`config.mk`:
```
export PLATFORM = sky130hd
export DESIGN_NAME = cache_miss_controller
export DESIGN_NICKNAME = d
export VERILOG_FILES = /design/src/rtl/cache_pkg.sv /design/src/rtl/cache_miss_controller.sv
export SDC_FILE = /design/constraint.sdc
export NUM_CORES = 1
export LEC_CHECK = 0
export BUFFER_PORTS_ARGS = -buffer_cell sky130_fd_sc_hd__buf_2
export CAP_MARGIN = 25
export CORE_UTILIZATION = 44
export DETAILED_ROUTE_END_ITERATION = 10
export PLACE_DENSITY = 0.88
export SYNTH_ARGS = -nofsm -noshare
export SYNTH_HDL_FRONTEND = slang
export SYNTH_SLANG_ARGS = --single-unit
```
`constraint.sdc`:
```
create_clock -name clk_i -period 1.6 [get_ports clk_i]
set_input_delay 0.08 -clock clk_i [delete_from_list [all_inputs] [get_ports clk_i]]
set_output_delay 0.08 -clock clk_i [all_outputs]
set_load 0.01 [all_outputs]
```
`src/rtl/cache_pkg.sv`:
```
// Shared definitions for the cache miss controller: geometry constants,
// FSM state encoding, byte-address field layout and the helper that builds
// word-aligned memory addresses.
package cache_pkg;

    localparam int CACHE_ADDR_W  = 32;
    localparam int CACHE_E       = 4;    // ways per set
    localparam int CACHE_S       = 16;   // sets
    localparam int CACHE_B       = 4;    // 32-bit words per line
    localparam int CACHE_SEL_W   = $clog2(CACHE_E);
    localparam int CACHE_WORD_W  = $clog2(CACHE_B);
    localparam int CACHE_INDEX_W = $clog2(CACHE_S);
    localparam int CACHE_TAG_W   = CACHE_ADDR_W - CACHE_INDEX_W - CACHE_WORD_W - 2;

    typedef enum logic [2:0] {
        IDLE       = 3'd0,
        LOOKUP     = 3'd1,
        EVICT      = 3'd2,
        WRITE_BACK = 3'd3,
        REFILL     = 3'd4,
        UPDATE     = 3'd5
    } state_e;

    typedef struct packed {
        logic [CACHE_TAG_W-1:0]   tag;
        logic [CACHE_INDEX_W-1:0] index;
        logic [CACHE_WORD_W-1:0]  word;
        logic [1:0]               byte_off;
    } addr_t;

    function automatic logic [CACHE_ADDR_W-1:0] make_mem_addr(
        input logic [CACHE_TAG_W-1:0]   tag,
        input logic [CACHE_INDEX_W-1:0] index,
        input logic [CACHE_WORD_W-1:0]  word
    );
        return {tag, index, word, 2'b00};
    endfunction

endpackage

```
`src/rtl/cache_miss_controller.sv`:
```
// Per-request control FSM for the set-associative cache. One CPU access is
// handled at a time: hits complete in the lookup cycle, misses pick a victim
// through replace_controller, write it back if dirty, refill it word by word
// and replay the lookup.
//
// Ports:
//   clk_i, rst_i             clock, asynchronous active-low reset
//   req_*_i / req_ready_o    CPU request handshake, resp_valid_o completion pulse
//   hit_i, hit_line_i        tag compare result for the latched set
//   victim_dirty_i/tag_i     state of the way selected by line_sel_o
//   strategy_en_o, repl_write_en_o, line_write_o, line_replace_i
//                            replace_controller interface
//   index_o, line_sel_o, word_sel_o, data_write_en_o, data_src_mem_o,
//   tag_write_en_o, set_dirty_o
//                            cache array controls
//   mem_req_o, mem_write_o, mem_addr_o, mem_ack_i
//                            word-wide memory handshake
//
// Geometry parameters must match the cache_pkg constants, since the address
// struct and address helper are sized from the package.
//
// state      | meaning
// -----------+---------------------------------------------------------
// IDLE       | ready for a CPU request
// LOOKUP     | tag compare; hit completes, miss requests a victim way
// EVICT      | sample victim dirty bit and tag, clear word counter
// WRITE_BACK | write dirty victim line to memory word by word
// REFILL     | read requested line from memory into victim way
// UPDATE     | write tag/valid, record access, then replay LOOKUP
module cache_miss_controller
    import cache_pkg::*;
#(
    parameter int ADDR_WIDTH  = CACHE_ADDR_W,
    parameter int SET_SIZE    = CACHE_E,
    parameter int SET_NUM     = CACHE_S,
    parameter int LINE_WORDS  = CACHE_B,
    parameter int SEL_WIDTH   = $clog2(SET_SIZE),
    parameter int WORD_WIDTH  = $clog2(LINE_WORDS),
    parameter int INDEX_WIDTH = $clog2(SET_NUM),
    parameter int TAG_WIDTH   = ADDR_WIDTH - INDEX_WIDTH - WORD_WIDTH - 2
) (
    input  logic                   clk_i,
    input  logic                   rst_i,
    input  logic                   req_valid_i,
    input  logic                   req_write_i,
    input  logic [ADDR_WIDTH-1:0]  req_addr_i,
    output logic                   req_ready_o,
    output logic                   resp_valid_o,
    input  logic                   hit_i,
    input  logic [SEL_WIDTH-1:0]   hit_line_i,
    input  logic                   victim_dirty_i,
    input  logic [TAG_WIDTH-1:0]   victim_tag_i,
    output logic                   strategy_en_o,
    output logic                   repl_write_en_o,
    output logic [SEL_WIDTH-1:0]   line_write_o,
    input  logic [SEL_WIDTH-1:0]   line_replace_i,
    output logic [INDEX_WIDTH-1:0] index_o,
    output logic [SEL_WIDTH-1:0]   line_sel_o,
    output logic [WORD_WIDTH-1:0]  word_sel_o,
    output logic                   data_write_en_o,
    output logic                   data_src_mem_o,
    output logic                   tag_write_en_o,
    output logic                   set_dirty_o,
    output logic                   mem_req_o,
    output logic                   mem_write_o,
    output logic [ADDR_WIDTH-1:0]  mem_addr_o,
    input  logic                   mem_ack_i
);

    state_e                 state_q, state_d;
    logic [TAG_WIDTH-1:0]   tag_q, tag_d;
    logic [INDEX_WIDTH-1:0] index_q, index_d;
    logic [WORD_WIDTH-1:0]  word_q, word_d;
    logic                   write_q, write_d;
    logic [SEL_WIDTH-1:0]   victim_q, victim_d;
    logic [TAG_WIDTH-1:0]   victim_tag_q, victim_tag_d;
    logic [WORD_WIDTH-1:0]  cnt_q, cnt_d;

    addr_t req_fields;
    logic  last_word;
    logic  unused_byte_off;

    assign req_fields      = addr_t'(req_addr_i);
    assign unused_byte_off = ^req_fields.byte_off;
    assign last_word       = (cnt_q == WORD_WIDTH'(LINE_WORDS - 1));
    assign index_o         = index_q;

    always_comb begin
        state_d      = state_q;
        tag_d        = tag_q;
        index_d      = index_q;
        word_d       = word_q;
        write_d      = write_q;
        victim_d     = victim_q;
        victim_tag_d = victim_tag_q;
        cnt_d        = cnt_q;

        req_ready_o     = (state_q == IDLE);
        resp_valid_o    = 1'b0;
        strategy_en_o   = 1'b0;
        repl_write_en_o = 1'b0;
        line_write_o    = '0;
        line_sel_o      = '0;
        word_sel_o      = '0;
        data_write_en_o = 1'b0;
        data_src_mem_o  = 1'b0;
        tag_write_en_o  = 1'b0;
        set_dirty_o     = 1'b0;
        mem_req_o       = 1'b0;
        mem_write_o     = 1'b0;
        mem_addr_o      = '0;

        unique case (state_q)
            IDLE: begin
                if (req_valid_i) begin
                    tag_d   = req_fields.tag;
                    index_d = req_fields.index;
                    word_d  = req_fields.word;
                    write_d = req_write_i;
                    state_d = LOOKUP;
                end
            end
            LOOKUP: begin
                if (hit_i) begin
                    resp_valid_o    = 1'b1;
                    repl_write_en_o = 1'b1;
                    line_write_o    = hit_line_i;
                    if (write_q) begin
                        data_write_en_o = 1'b1;
                        line_sel_o      = hit_line_i;
                        word_sel_o      = word_q;
                        set_dirty_o     = 1'b1;
                    end
                    state_d = IDLE;
                end else begin
                    strategy_en_o = 1'b1;
                    victim_d      = line_replace_i;
                    state_d       = EVICT;
                end
            end
            EVICT: begin
                line_sel_o   = victim_q;
                victim_tag_d = victim_tag_i;
                cnt_d        = '0;
                state_d      = victim_dirty_i ? WRITE_BACK : REFILL;
            end
            WRITE_BACK: begin
                mem_req_o   = 1'b1;
                mem_write_o = 1'b1;
                mem_addr_o  = make_mem_addr(victim_tag_q, index_q, cnt_q);
                line_sel_o  = victim_q;
                word_sel_o  = cnt_q;
                if (mem_ack_i) begin
                    if (last_word) begin
                        cnt_d   = '0;
                        state_d = REFILL;
                    end else begin
                        cnt_d = cnt_q + WORD_WIDTH'(1);
                    end
                end
            end
            REFILL: begin
                mem_req_o  = 1'b1;
                mem_addr_o = make_mem_addr(tag_q, index_q, cnt_q);
                line_sel_o = victim_q;
                word_sel_o = cnt_q;
                if (mem_ack_i) begin
                    data_write_en_o = 1'b1;
                    data_src_mem_o  = 1'b1;
                    if (last_word) begin
                        cnt_d   = '0;
                        state_d = UPDATE;
                    end else begin
                        cnt_d = cnt_q + WORD_WIDTH'(1);
                    end
                end
            end
            UPDATE: begin
                tag_write_en_o  = 1'b1;
                line_sel_o      = victim_q;
                repl_write_en_o = 1'b1;
                line_write_o    = victim_q;
                state_d         = LOOKUP;
            end
            default: state_d = IDLE;
        endcase
    end

    always_ff @(posedge clk_i or negedge rst_i) begin
        if (!rst_i) begin
            state_q      <= IDLE;
            tag_q        <= '0;
            index_q      <= '0;
            word_q       <= '0;
            write_q      <= 1'b0;
            victim_q     <= '0;
            victim_tag_q <= '0;
            cnt_q        <= '0;
        end else begin
            state_q      <= state_d;
            tag_q        <= tag_d;
            index_q      <= index_d;
            word_q       <= word_d;
            write_q      <= write_d;
            victim_q     <= victim_d;
            victim_tag_q <= victim_tag_d;
            cnt_q        <= cnt_d;
        end
    end

endmodule
```
# After elaboration in Yosys (flattened, before gate mapping)
# Cells that the tools add are included.
# op_classes
n_addsub	1
n_eq_ne	12
n_mux	34
bitwise_logic	1
n_reduce_logical	8
# op_table
operator	n
case mux 32 bit (2 select lines)	1
two-way mux 3 bit	6
case mux 3 bit (6 select lines)	1
two-way mux 2 bit	8
case mux 2 bit (2 select lines)	4
two-way mux 1 bit	12
!= test 2 bit (second input constant)	5
== test 3 x 2 -> 1 bit (second input constant)	2
== test 3 bit (second input constant)	2
AND reduction 2 bit	3
AND reduction 5 bit	1
case mux 1 bit (2 select lines)	2
OR reduction 4 bit	1
== test 3 x 1 -> 1 bit (second input constant)	1
zero test 3 bit	1
adder 2 x 1 -> 2 bit (second input constant)	1
== test 2 bit (second input constant)	1
!= test 2 x 1 -> 1 bit (second input constant)	1
nonzero test 2 bit	1
OR reduction 2 bit	1
NOT 1 bit	1
# totals
ff_bits	62
input_bits	67
elab_cells	64

# Longest topological paths before layout
# Gate-level depths: netlist of run 1.
# logic_depth
ltp_word	4
mapped_depth	6
ltp_nobuf	4

# Worst setup path after synthesis of run 1
# No wires, ideal clock.
# synth_path
kind	flip-flop to flip-flop
start	register state_q[0]
end	register victim_tag_q[10]
setup_time_ns	0.125
arrival_time_ns	1.418
required_ns	1.475
setup_slack_ns	0.057
stages_incl_launch_ff	5
synth_period_minus_slack_ns	1.543
cell_sequence	dfrtp_1 buf_2 nor3b_4 buf_6 mux2_2
# synth_between
elab_chain_len	1
# synth_rtl
element	line_no	source
start, declared	cache_miss_controller.sv:70	state_e state_q, state_d;
start signal, assigned	cache_miss_controller.sv:200	state_q <= state_d;
== test 3 x 2 -> 1 bit	cache_miss_controller.sv:113	unique case (state_q)
end signal, assigned	cache_miss_controller.sv:206	victim_tag_q <= victim_tag_d;
end, declared	cache_miss_controller.sv:76	logic [TAG_WIDTH-1:0] victim_tag_q, victim_tag_d;
# No other way between the ends.
# A chain may end at the register's enable or synchronous reset.

# Worst setup path in the final report of run 1
# layout_path
start	register state_q[1]
end	output port word_sel_o[0]
# layout_between
elab_chain_len	3
# layout_rtl
element	line_no	source
== test 3 bit / == test 3 x 2 -> 1 bit (equally long branches)	cache_miss_controller.sv:113	
OR reduction 2 bit (no source line)	--	
case mux 2 bit (2 select lines) (*)	cache_miss_controller.sv:113	
end, declared	cache_miss_controller.sv:59	output logic [WORD_WIDTH-1:0] word_sel_o,
# Every way passes the cells marked *; elsewhere a longest branch is shown, timed or not.

==> results.sh, run 1 <==
export IMPL_dp_hpwl_um=4760
export IMPL_drv_slew=0
export IMPL_wl_per_cell_um=18.2
export IMPL_synth_ff_type="dfrtp_1"
export IMPL_clk_pin_slew_worst_paths_ps=70
export IMPL_synth_cell_types=33
export IMPL_root_buffer="clkbuf_8"
export IMPL_clock_fmax_mhz=566
export IMPL_status="finished with violations"
export IMPL_cp_data_arrival_time_ps=1690
export IMPL_power_frac_comb_pct=47.1
export IMPL_nFillCells=399
export IMPL_clk_latency_ps=340
export IMPL_wl_met3_um=619
export IMPL_period_share_pct=110
export IMPL_pwr_share_seq_pct=34.6
export IMPL_required_ps=1520
export IMPL_synth_edff_count=0
export IMPL_post_place_ws_ps=30.9
export IMPL_synthSimpleGateAreaFrac_pct=8.38
export IMPL_holdCritPathClass="input port to register"
export IMPL_synthAdderAreaFrac_pct=0.847
export IMPL_cts_tree="built"
export IMPL_die_area_um2=7050
export IMPL_ant_nets=0
export IMPL_drt_iter0_drc=182
export IMPL_synth_top_area_share_pct=52.5
export IMPL_synth_xor_area_share_pct=0
export IMPL_synth_top_cells_by_area="dfrtp_1, mux2_2, a22o_1, buf_4, and2_1"
export IMPL_multi_input_area_um2=1400
export IMPL_layout_drive_gt1_share_pct=56.3
export IMPL_wl_um=9150
export IMPL_htreeDepth=3
export IMPL_grt_pass1_vias=2882
export IMPL_cts_sinks=62
export IMPL_syn_to_final_growth_pct=63.7
export IMPL_top_layer="met4"
export IMPL_whs_ps=115
export IMPL_num_rows=29
export IMPL_slowest_delay_ps=460
export IMPL_p_sw_share_pct=33.3
export IMPL_antenna_found_initial=0
export IMPL_cts_buffer_depth=2
export IMPL_crit_fanout=9
export IMPL_finalCriticalPeriod_ps=1770
export IMPL_syn_avg_cell_area_um2=13.5
export IMPL_cap_violations=0
export IMPL_synth_compound_area_share_pct=11.0
export IMPL_die_w_um=84.0
export IMPL_ys_seq_area_share_pct=52.5
export IMPL_antennaDiodeCount=0
export IMPL_path_class="register to primary output"
export IMPL_port_buffers=114
export IMPL_placedCellCount=411
export IMPL_report_final_hold_viol_count=0
export IMPL_p_switching_mw=2.80
export IMPL_yosys_warnings=0
export IMPL_violations="DRC, setup timing"
export IMPL_wl_met2_um=4820
export IMPL_synth_commonest_cells="dfrtp_1, mux2_2, a22o_1, and2_1"
export IMPL_crit_path_start_kind="register"
export IMPL_synth_area_mux_share_pct=22.5
export IMPL_register_area_um2=1550
export IMPL_drc_errors=12
export IMPL_die_y_um=84.0
export IMPL_coreArea_um2=6420
export IMPL_async_flop_share_pct=100
export IMPL_firstDrtPassIters=7
export IMPL_grt_pass1_wl_um=13600
export IMPL_synth_top_family_by_area="multiplexers"
export IMPL_instances_no_fill=503
export IMPL_leakage_nw=2.38
export IMPL_avgViaCountPerCell=5.35
export IMPL_fin_nets=490
export IMPL_syn_inst=219
export IMPL_placed_area_um2=3680
export IMPL_p_int_mw=5.60
export IMPL_endpoint_kind="primary output"
export IMPL_vias=2692
export IMPL_place_gp_congestion=0.785
export IMPL_grt_max_degree=63
export IMPL_rsz0062_at_grt="yes"
export IMPL_gr_total_overflow=0
export IMPL_finalClockSkew_ps=9.68
export IMPL_grt_total_usage_pct=24.9
export IMPL_syn_cell_area_um2=2960
export IMPL_design_area_um2=4840
export IMPL_ys_ff_latch=62
export IMPL_setup_slack_ps=-166
export IMPL_p_clk_share_pct=18.3
export IMPL_final_core_util_pct=75.3
export IMPL_worstPathCellList="and3b_2, or2_4, a22o_1, buf_2"
export IMPL_synth_most_common_cell="dfrtp_1"
export IMPL_peakVddDrop_v=0.00116
export IMPL_crit_slowest_cell="dfrtp_2"
export IMPL_wl_met1_um=3540
export IMPL_start_util_pct=46.0
export IMPL_cts_buffers=9
export IMPL_num_io_pins=119
export IMPL_setup_viol=64
export IMPL_power_density_nw_per_um2=1740
export IMPL_synth_area_leader_cell="dfrtp_1"
## worst paths after layout
kind,cells past startpoint,end,from,slack (ps)
worst max-delay path,4,word_sel_o[0],state_q[1]$_DFFE_PN0P_,-170
worst min-delay path,3,state_q[1]$_DFFE_PN0P_,victim_dirty_i,120
min in group asynchronous,3,tag_q[12]$_DFFE_PN0P_,rst_i,270
worst max register to register,6,victim_tag_q[12]$_DFFE_PN0N_,state_q[2]$_DFFE_PN0P_,-100
worst min register to register,1,write_q$_DFFE_PN0P_,write_q$_DFFE_PN0P_,510
max in group asynchronous,3,state_q[2]$_DFFE_PN0P_,rst_i,1030
## final cells by class
| class | count | share of cell area, % |
|---|---|---|
| multi-input combinational | 137 | 29.0 |
| tap | 77 | 1.99 |
| inverter | 3 | 0.233 |
| clock buffer | 9 | 2.56 |
| sequential | 62 | 32.1 |
| timing repair buffer | 208 | 32.1 |
| clock inverter | 7 | 2.02 |
## flip-flops by register name, indices dropped and copies added (netlist names)
register,count
state_q,3
write_q,1
victim_q,2
word_q,2
tag_q,24
victim_tag_q,24
cnt_q,2
index_o,4
## metrics by stage
stage / total power, mW / TNS [ps]
floorplan: 4.87 / 0
global placement: 5.77 / 0
detailed placement: 5.94 / 0
CTS: 7.70 / -4410
global route: 8.81 / -9930
finish: 8.40 / -5790
## timing repair
action,4_1_cts,5_1_grt
pin swaps,5,14
hold buffers,58,0
resized for setup,5,52
cloned,0,4
setup endpoints to repair,45,77
setup buffers,5,10
hold endpoints to repair,119,0
## worst max-delay path: cells and delay by family, from the launching register on
family                 cells  cell delay [ps]
flip-flops                 1              460
buffers and inverters      1              140
AND/OR/NAND/NOR            2              520
AO/OA/AOI/OAI              1              240
## logic make-up after synthesis
family                   Yosys count
flip-flops                        62
multiplexers                      59
AO/OA/AOI/OAI                     40
AND/OR/NAND/NOR                   34
buffers and inverters             21
adder cells (fa/ha/maj)            2
other                              1
## power by group through the flow
stage          clock, mW  sequential [mW]  combinational (mW)
6_report            1.54             2.91                3.96
5_1_grt             1.63             2.99                4.19
4_1_cts             1.56             2.83                3.31
3_5_place_dp           0             2.86                3.07
3_3_place_gp           0             2.79                2.98
2_1_floorplan          0             2.73                2.14
## cells in the final DEF (no fill, tap or decap), drive strengths merged, types with 2 or more instances in the layout
cell type    count
a22o            30
mux2            59
nor3             3
nor2             5
nand2            2
conb             2
nor4b            2
nand2b           3
nor2b            3
o21ai            2
a21oi            3
clkinvlp         2
a22oi            2
buf            149
or2              2
and2             8
nor3b            3
dlygate4sd3     58
ha               2
bufinv           2
clkinv           2
clkbuf          10
dfrtp           62
inv              4
## layer usage
layer	track usage [%]	up-vias
met5	0	-
met4	9.72	0
met3	5.93	18
met2	47.2	129
met1	26.4	1349
li1	-	1196
(Power assumes the default switching activity.)
==> inputs of run 2 (changes only) <==
Settings changed: CORE_UTILIZATION 44 to 52, PLACE_DENSITY 0.88 to 0.95, SKIP_CTS_REPAIR_TIMING from default to 1, SLEW_MARGIN from default to 20.
Clock period 1.6 ns to 2.15 ns, I/O delays scaled along.
==> results.sh, run 2 (synthesis results as in run 1) <==
export IMPL_use_met2_pct=39.8
export IMPL_htreeDepth=3
export IMPL_crit_path_start_kind="register"
export IMPL_placed_area_um2=3590
export IMPL_wl_per_cell_um=16.2
export IMPL_num_io_pins=119
export IMPL_post_place_ws_ps=446
export IMPL_holdCritPathClass="input port to register"
export IMPL_die_w_um=77.4
export IMPL_gr_total_overflow=0
export IMPL_dp_hpwl_um=4790
export IMPL_whs_ps=-1.26
export IMPL_drc_errors=0
export IMPL_grt_util_met3_pct=4.47
export IMPL_cp_data_arrival_time_ps=1870
export IMPL_drt_iter0_drc=116
export IMPL_die_y_um=77.4
export IMPL_drv_slew=0
export IMPL_p_clk_share_pct=17.9
export IMPL_leakage_nw=1.92
export IMPL_finalCriticalPeriod_ps=1980
export IMPL_vias=2311
export IMPL_crit_fanout=11
export IMPL_rsz0062_at_grt="no"
export IMPL_power_mw=5.24
export IMPL_required_ps=2040
export IMPL_power_frac_comb_pct=40.5
export IMPL_tns_ps=0
export IMPL_crit_slowest_cell="dfrtp_2"
export IMPL_antenna_found_initial=0
export IMPL_finalClockSkew_ps=4.65
export IMPL_crit_family="simple AND/OR/NAND/NOR gates"
export IMPL_root_buffer="clkbuf_8"
export IMPL_layout_common_cells="buf_2, dfrtp_1, mux2_2"
export IMPL_grt_met1_usage_pct=29.8
export IMPL_coreArea_um2=5510
export IMPL_start_util_pct=53.7
export IMPL_p_switching_mw=1.78
export IMPL_clk_pin_slew_worst_paths_ps=70
export IMPL_die_area_um2=5990
export IMPL_cts_buffers=9
export IMPL_place_gp_congestion=0.772
export IMPL_pwr_share_seq_pct=41.6
export IMPL_grt_pass1_vias=2345
export IMPL_num_rows=27
export IMPL_wl_um=6830
export IMPL_p_int_mw=3.46
export IMPL_grt_total_usage_pct=24.0
export IMPL_final_core_util_pct=69.8
export IMPL_cap_violations=0
export IMPL_cts_sinks=62
export IMPL_worstPathCellList="and3b_1, or2_1, a22o_1, buf_2"
export IMPL_path_class="register to primary output"
export IMPL_cts_buffer_depth=2
export IMPL_slowest_delay_ps=510
export IMPL_power_density_nw_per_um2=1360
export IMPL_final_common_cell="buf_2"
export IMPL_syn_to_final_growth_pct=30.1
export IMPL_status="finished with violations"
export IMPL_design_area_um2=3850
export IMPL_peakVddDrop_v=0.000729
export IMPL_ant_nets=0
export IMPL_path_buf_inv=1
export IMPL_endpoint_kind="primary output"
export IMPL_layout_drive_gt1_share_pct=59.4
export IMPL_period_share_pct=92.0
export IMPL_antennaDiodeCount=0
export IMPL_grt_pass1_wl_um=11000
export IMPL_grt_busiest_layer="met2"
export IMPL_violations="hold timing"
export IMPL_p_sw_share_pct=34.0
export IMPL_fin_nets=414
export IMPL_setup_slack_ps=173
export IMPL_clk_latency_ps=330
export IMPL_report_final_hold_viol_count=4
export IMPL_grt_max_degree=35
export IMPL_firstDrtPassIters=4
export IMPL_clock_fmax_mhz=506
export IMPL_avgViaCountPerCell=5.48
export IMPL_cts_tree="built"
export IMPL_setup_viol=0
export IMPL_port_buffers=114
run 2: power groups by stage:
stage / Clock, mW / Combinational [mW] / Sequential [mW]
final: 0.939 / 2.12 / 2.18
after CTS: 0.953 / 2.13 / 2.16
after global routing: 0.999 / 2.30 / 2.26
after global placement: 0 / 2.04 / 2.12
after floorplan: 0 / 1.59 / 2.03
after detailed placement: 0 / 2.12 / 2.18
run 2: cell type report:
cell class,instances,area [um2]
Clock buffer,12,165
Clock inverter,4,20.0
Fill cell,413,1660
Inverter,3,11.3
Multi-Input combinational cell,137,1280
Sequential cell,62,1550
Tap cell,72,90.1
Timing Repair Buffer,132,723
run 2: metrics by stage:
stage                     hold slack, ps  cells
final                              -1.26    422
after global routing               0.398    422
after CTS                           -224    415
after detailed placement             141    399
after global placement               134    399
after floorplan                     -188    220
run 2: layer usage:
metal,up-vias,routed length [um]
met4,0,128
met5,-,0
met3,10,294
met2,82,3470
met1,1170,2940
li1,1049,-
run 2: path summary, 6_finish.rpt:
path,start,to,slack (ps),depth (start not counted)
worst max register to register,state_q[0]$_DFFE_PN0P_,cnt_q[0]$_DFFE_PN0P_,480,4
max in group asynchronous,rst_i,victim_tag_q[21]$_DFFE_PN0N_,1080,4
min in group asynchronous,rst_i,state_q[1]$_DFFE_PN0P_,310,3
worst min-delay path,victim_tag_i[3],victim_tag_q[3]$_DFFE_PN0N_,-1,2
worst max-delay path,state_q[0]$_DFFE_PN0P_,word_sel_o[1],170,4
worst min register to register,tag_q[1]$_DFFE_PN0P_,tag_q[1]$_DFFE_PN0P_,490,1
